$ cat src/rtl/router_fsm_np.sv
// rtl/router_fsm_np.sv - parametrised packet router control FSM
// Adds invalid-address drop and a bounded wait for the destination FIFO to drain.
module router_fsm_np #(
  parameter int NUM_PORTS    = 3,
  parameter int ADDR_W       = 2,
  parameter int WAIT_TIMEOUT = 1024
) (
  input  logic                 clock,
  input  logic                 resetn,
  input  logic                 pkt_valid,
  input  logic [ADDR_W-1:0]    data_in,
  input  logic                 parity_done,
  input  logic                 low_pkt_valid,
  input  logic                 fifo_full,
  input  logic [NUM_PORTS-1:0] fifo_empty,
  input  logic [NUM_PORTS-1:0] soft_reset,
  output logic                 detect_add,
  output logic                 lfd_state,
  output logic                 ld_state,
  output logic                 laf_state,
  output logic                 full_state,
  output logic                 rst_int_reg,
  output logic                 drop_state,
  output logic                 write_enb_reg,
  output logic                 busy,
  output logic [ADDR_W-1:0]    addr_q,
  output logic                 timeout_err
);

  typedef enum logic [3:0] {
    DECODE_ADDRESS     = 4'd0,
    WAIT_TILL_EMPTY    = 4'd1,
    LOAD_FIRST_DATA    = 4'd2,
    LOAD_DATA          = 4'd3,
    LOAD_PARITY        = 4'd4,
    FIFO_FULL_STATE    = 4'd5,
    LOAD_AFTER_FULL    = 4'd6,
    CHECK_PARITY_ERROR = 4'd7,
    DROP_PACKET        = 4'd8
  } state_t;

  localparam bit          TIMEOUT_EN = (WAIT_TIMEOUT != 0);
  localparam logic [15:0] WAIT_LAST  = 16'(WAIT_TIMEOUT - 1);

  state_t      state, state_nxt;
  logic [15:0] wait_cnt;
  logic        timeout_hit;
  logic        addr_ok, empty_in, empty_q, sreset_q;

  // Port selects are decoded by compare so an out-of-range address never indexes past the vectors.
  always_comb begin
    addr_ok  = 1'b0;
    empty_in = 1'b0;
    empty_q  = 1'b0;
    sreset_q = 1'b0;
    for (int i = 0; i < NUM_PORTS; i++) begin
      if (data_in == ADDR_W'(i)) begin
        addr_ok  = 1'b1;
        empty_in = fifo_empty[i];
      end
      if (addr_q == ADDR_W'(i)) begin
        empty_q  = fifo_empty[i];
        sreset_q = soft_reset[i];
      end
    end
  end

  always_comb begin
    state_nxt   = state;
    timeout_hit = 1'b0;
    case (state)
      DECODE_ADDRESS: begin
        if (pkt_valid) begin
          if (!addr_ok)      state_nxt = DROP_PACKET;
          else if (empty_in) state_nxt = LOAD_FIRST_DATA;
          else               state_nxt = WAIT_TILL_EMPTY;
        end
      end
      WAIT_TILL_EMPTY: begin
        if (empty_q) begin
          state_nxt = LOAD_FIRST_DATA;
        end else if (TIMEOUT_EN && wait_cnt == WAIT_LAST) begin
          state_nxt   = DROP_PACKET;
          timeout_hit = 1'b1;
        end
      end
      LOAD_FIRST_DATA: state_nxt = LOAD_DATA;
      LOAD_DATA: begin
        if (fifo_full)       state_nxt = FIFO_FULL_STATE;
        else if (!pkt_valid) state_nxt = LOAD_PARITY;
      end
      LOAD_PARITY: state_nxt = CHECK_PARITY_ERROR;
      CHECK_PARITY_ERROR: state_nxt = fifo_full ? FIFO_FULL_STATE : DECODE_ADDRESS;
      FIFO_FULL_STATE: begin
        if (!fifo_full) state_nxt = LOAD_AFTER_FULL;
      end
      LOAD_AFTER_FULL: begin
        if (parity_done)        state_nxt = DECODE_ADDRESS;
        else if (low_pkt_valid) state_nxt = LOAD_PARITY;
        else                    state_nxt = LOAD_DATA;
      end
      DROP_PACKET: begin
        if (!pkt_valid) state_nxt = DECODE_ADDRESS;
      end
      default: state_nxt = DECODE_ADDRESS;
    endcase
    // A soft reset on the latched port aborts the packet and suppresses any timeout report.
    if (sreset_q && state != DECODE_ADDRESS && state != DROP_PACKET) begin
      state_nxt   = DECODE_ADDRESS;
      timeout_hit = 1'b0;
    end
  end

  always_ff @(posedge clock) begin
    if (!resetn) begin
      state       <= DECODE_ADDRESS;
      addr_q      <= '0;
      wait_cnt    <= '0;
      timeout_err <= 1'b0;
    end else begin
      state <= state_nxt;
      if (state == DECODE_ADDRESS) addr_q <= data_in;
      wait_cnt    <= (state == WAIT_TILL_EMPTY && state_nxt == WAIT_TILL_EMPTY) ? wait_cnt + 16'd1 : '0;
      timeout_err <= timeout_hit;
    end
  end

  assign detect_add    = (state == DECODE_ADDRESS);
  assign lfd_state     = (state == LOAD_FIRST_DATA);
  assign ld_state      = (state == LOAD_DATA);
  assign laf_state     = (state == LOAD_AFTER_FULL);
  assign full_state    = (state == FIFO_FULL_STATE);
  assign rst_int_reg   = (state == CHECK_PARITY_ERROR);
  assign drop_state    = (state == DROP_PACKET);
  assign write_enb_reg = (state == LOAD_DATA) || (state == LOAD_PARITY) || (state == LOAD_AFTER_FULL);
  assign busy          = (state == WAIT_TILL_EMPTY) || (state == LOAD_FIRST_DATA) ||
                         (state == LOAD_PARITY) || (state == FIFO_FULL_STATE) ||
                         (state == LOAD_AFTER_FULL) || (state == CHECK_PARITY_ERROR);

endmodule

$ cat config.mk
export PLATFORM = sky130hd
export DESIGN_NAME = router_fsm_np
export DESIGN_NICKNAME = d
export VERILOG_FILES = /design/src/rtl/router_fsm_np.sv
export SDC_FILE = /design/constraint.sdc
export NUM_CORES = 1
export LEC_CHECK = 0
export ABC_AREA = 1
export CAP_MARGIN = 20
export CORE_AREA = 2 2 65 67
export CTS_CLUSTER_DIAMETER = 60
export CTS_CLUSTER_SIZE = 24
export DETAILED_ROUTE_END_ITERATION = 12
export DIE_AREA = 0 0 67 69
export GPL_TIMING_DRIVEN = 0
export SLEW_MARGIN = 10
export SYNTH_ARGS = -nofsm -noshare
export SYNTH_HDL_FRONTEND = slang
export SYNTH_SLANG_ARGS = --single-unit
$ cat constraint.sdc
create_clock -name clock -period 1.8 [get_ports clock]
set_clock_uncertainty 0.2 [all_clocks]
set_input_delay 0.27 -clock clock [delete_from_list [all_inputs] [get_ports clock]]
set_output_delay 0.27 -clock clock [all_outputs]
set_load 0.1 [all_outputs]
==> out/qor.yml, run 1 <==
synth:
  synth-main-ff-cell: "dfxtp_1"
  yosysWarnings: 0
  synth_edf_count: 0
  syn-cell-area_mm2: 0.00134
  ys_async_sr_fraction: 0
  yosys-top-cells-count: "42 x nand2_1, 38 x nor2_1, 31 x inv_1"
  synth.most_common_cell: "nand2_1"
  synth_area_leader_cell: "dfxtp_1"
  synth_nets: 219
  syn_avg_cell_area_um2: 6.58
  syn_inst: 204
  synth_seq_cells: 23
  ys_top_cells_by_area: "dfxtp_1 34%, nand2_1 12%, nor2_1 11%"
  synth_cell_types: 24
  ys_seq_area_frac: 0.343
  yosysTopAreaCellShare: 0.343
clocking:
  cts.sinks: 23
  clockBufferDepth: 2
  clkTransAtPathRegs_ns: 0.08
  cts_tree: "built"
  htree_levels: 1
  clk_latency_ns: 0.26
  cts-root-buf: "clkbuf_8"
  cts_buffers: 3
hold_path:
  hold_start: "wait_cnt[0]$_SDFF_PN0_"
  whs_path_depth: 1
  worstHoldEndpoint: "wait_cnt[0]$_SDFF_PN0_"
  holdCritPathClass: "reg -> reg"
placement:
  dpl.hpwl_um: 2100
  place.port_buffers: 25
  gp_congestion: 0.820
  pre_cts_slack_ns: -0.685
drt:
  drt_iter0_markers: 57
  drc: 0
  num_vias: 1299
  detail-route-antenna-nets: 0
  post_drt_wl_per_cell_um: 9.74
  routed_wl_um: 2790
  firstDrtPassIters: 4
  viasPerCell: 4.54
grt:
  grt.total_usage: 0.130
  grt_max_degree: 14
  grt_first_pass_wirelength_um: 4880
  antenna_found_initial: 0
  gr-total-overflow: 0
  grt_pass1_vias: 1180
critical_path:
  crit_buf_inv: 2
  critical_path_required_ns: 1.33
  critical-path-top-delay-family: "simple AND/OR/NAND/NOR gates"
  path_class: "reg -> out"
  end_kind: "primary output"
  crit_chain: "inv_1, nor2_4, nand2_1, nor2_4, buf_12"
  crit_arrival_ns: 1.27
  crit_fanout: 4
  r2r_cells: 9
  cp_common_cell: "nor2_4"
  slowest_stage: "dfxtp_2"
  reg2reg_slack_ns: 0.11
  start_kind: "register"
  r2r-start: "wait_cnt[0]$_SDFF_PN0_"
  reg2reg_to: "wait_cnt[7]$_SDFF_PN0_"
  cpPeakStageDelay_ns: 0.36
power_and_ir_drop:
  pwr-share-seq: 0.276
  leakage_uw: 0.000798
  pwr-share-clk: 0.138
  combPwrFrac: 0.586
  peakVddDrop_mv: 1.11
  p_int_uw: 1160
  power.switching_uw: 1200
  power.density_mw_per_mm2: 1240
  swShare: 0.509
cells_and_area:
  fin_nets: 252
  drive_above_1_share: 0.263
  area.growth.synth_to_final_pct: 42.0
  fin_util: 0.487
  diodes: 0
floorplanning:
  die_y_um: 69
  coreArea_mm2: 0.00391
  initial_core_util: 0.343
  die_w_um: 67
  die-area_mm2: 0.00462
  row_count: 23
  io_pins: 26
sta:
  rsz0062_at_grt: "true"
  worstMarginPinSlew_ns: 0.548
  setup_ws_ns: 0.0586
  min_period_over_period: 0.967
  relSlewSlack: 0.636
  holdWs_ns: 0.218
  maxSlewViolCount: 0
  fmax_mhz: 574
  finalHoldViolCount: 0
  fin_tns_setup_ns: 0
  period_minus_slack_ns: 1.74
  finalSetupViolCount: 0
run_status:
  status: "finished clean"
flow_run:
  maxCapViolations: 0
cell type report:
| type | instances | area (um^2) |
|---|---|---|
| buffer | 1 | 15.0 |
| clock buffer | 3 | 41.3 |
| clock inverter | 1 | 5.00 |
| fill | 412 | 2010 |
| inverter | 34 | 135 |
| multi-input combinational | 146 | 815 |
| sequential | 23 | 479 |
| tap | 50 | 62.6 |
| timing repair buffer | 28 | 354 |
repair_timing:
| item | in CTS | in global routing |
|---|---|---|
| hold buffers | 0 | 0 |
| buffers inserted | 1 | 2 |
| setup endpoints to repair | 27 | 19 |
| pin swaps | 1 | 1 |
| gates resized for setup | 86 | 24 |
| hold endpoints to repair | 0 | 0 |
per-layer routing:
layer,wire [um],GRT usage
met5,0,0
met2,1320,0.215
met1,1310,0.166
met4,21,0.0340
met3,127,0.0326
registers in the layout, indices dropped and copies added (netlist names):
| signal | cells |
|---|---|
| wait_cnt | 16 |
| addr_q | 2 |
| state | 4 |
| timeout_err | 1 |
how the worst max path moves through the flow:
stage | end | depth (start not counted) | slack, ns | startpoint
finish | full_state | 5 | 0.06 | state[2]$_SDFF_PN0_
detailed placement | laf_state | 5 | -0.69 | state[1]$_SDFF_PN0_
CTS | detect_add | 4 | 0.006 | state[0]$_SDFF_PN0_
global route | rst_int_reg | 5 | -0.02 | state[2]$_SDFF_PN0_
floorplan | rst_int_reg | 4 | -0.1 | state[2]$_SDFF_PN0_
global placement | laf_state | 5 | -0.71 | state[1]$_SDFF_PN0_
logic make-up (layout without fill, tap and decap cells):
logic type | Yosys count | after routing | share of synthesized area
buf+inv | 35 | 67 | 0.106
xor+xnor | 12 | 12 | 0.0783
fa+ha+maj | 1 | 1 | 0.00932
simple gates | 119 | 119 | 0.398
flops | 23 | 23 | 0.343
compound gates | 14 | 14 | 0.0652
placed cells by master, fill, tap and decap left out, types with 8 or more instances in the layout:
master / netlist / routed
nor2_1: 38 / 32
clkdlybuf4s50_1: 0 / 12
nand2_2: 2 / 8
inv_1: 31 / 28
nand3_1: 20 / 17
dfxtp_1: 23 / 16
nand2_1: 42 / 36
power by group through the flow:
stage	clock, uW	sequential, uW	combinational, uW
3_5_place_dp	0	645	1230
3_3_place_gp	0	646	1230
4_1_cts	341	640	1300
6_report	325	653	1380
5_1_grt	369	666	1480
2_1_floorplan	0	774	831
stage by stage:
stage,power (uW),cell area (um^2),std cells
after floorplan,1610,1390,204
after global placement,1870,1700,279
after detailed placement,1870,1700,279
after CTS,2280,1810,284
after global routing,2510,1910,286
final,2360,1910,286
No activity file was read; power rests on OpenSTA's default activity.
==> run 2, diff against run 1 <==
CAP_MARGIN = 25   (was 20)
==> results of run 2 <==
No change in the layout: final DEF, timing and power equal those of run 1.
==> run 3, diff against run 2 <==
GPL_ROUTABILITY_DRIVEN = 0   (was not set)
HOLD_SLACK_MARGIN = 0.15   (was not set)
==> results of run 3 <==
No change in the layout: final DEF, timing and power equal those of run 1.
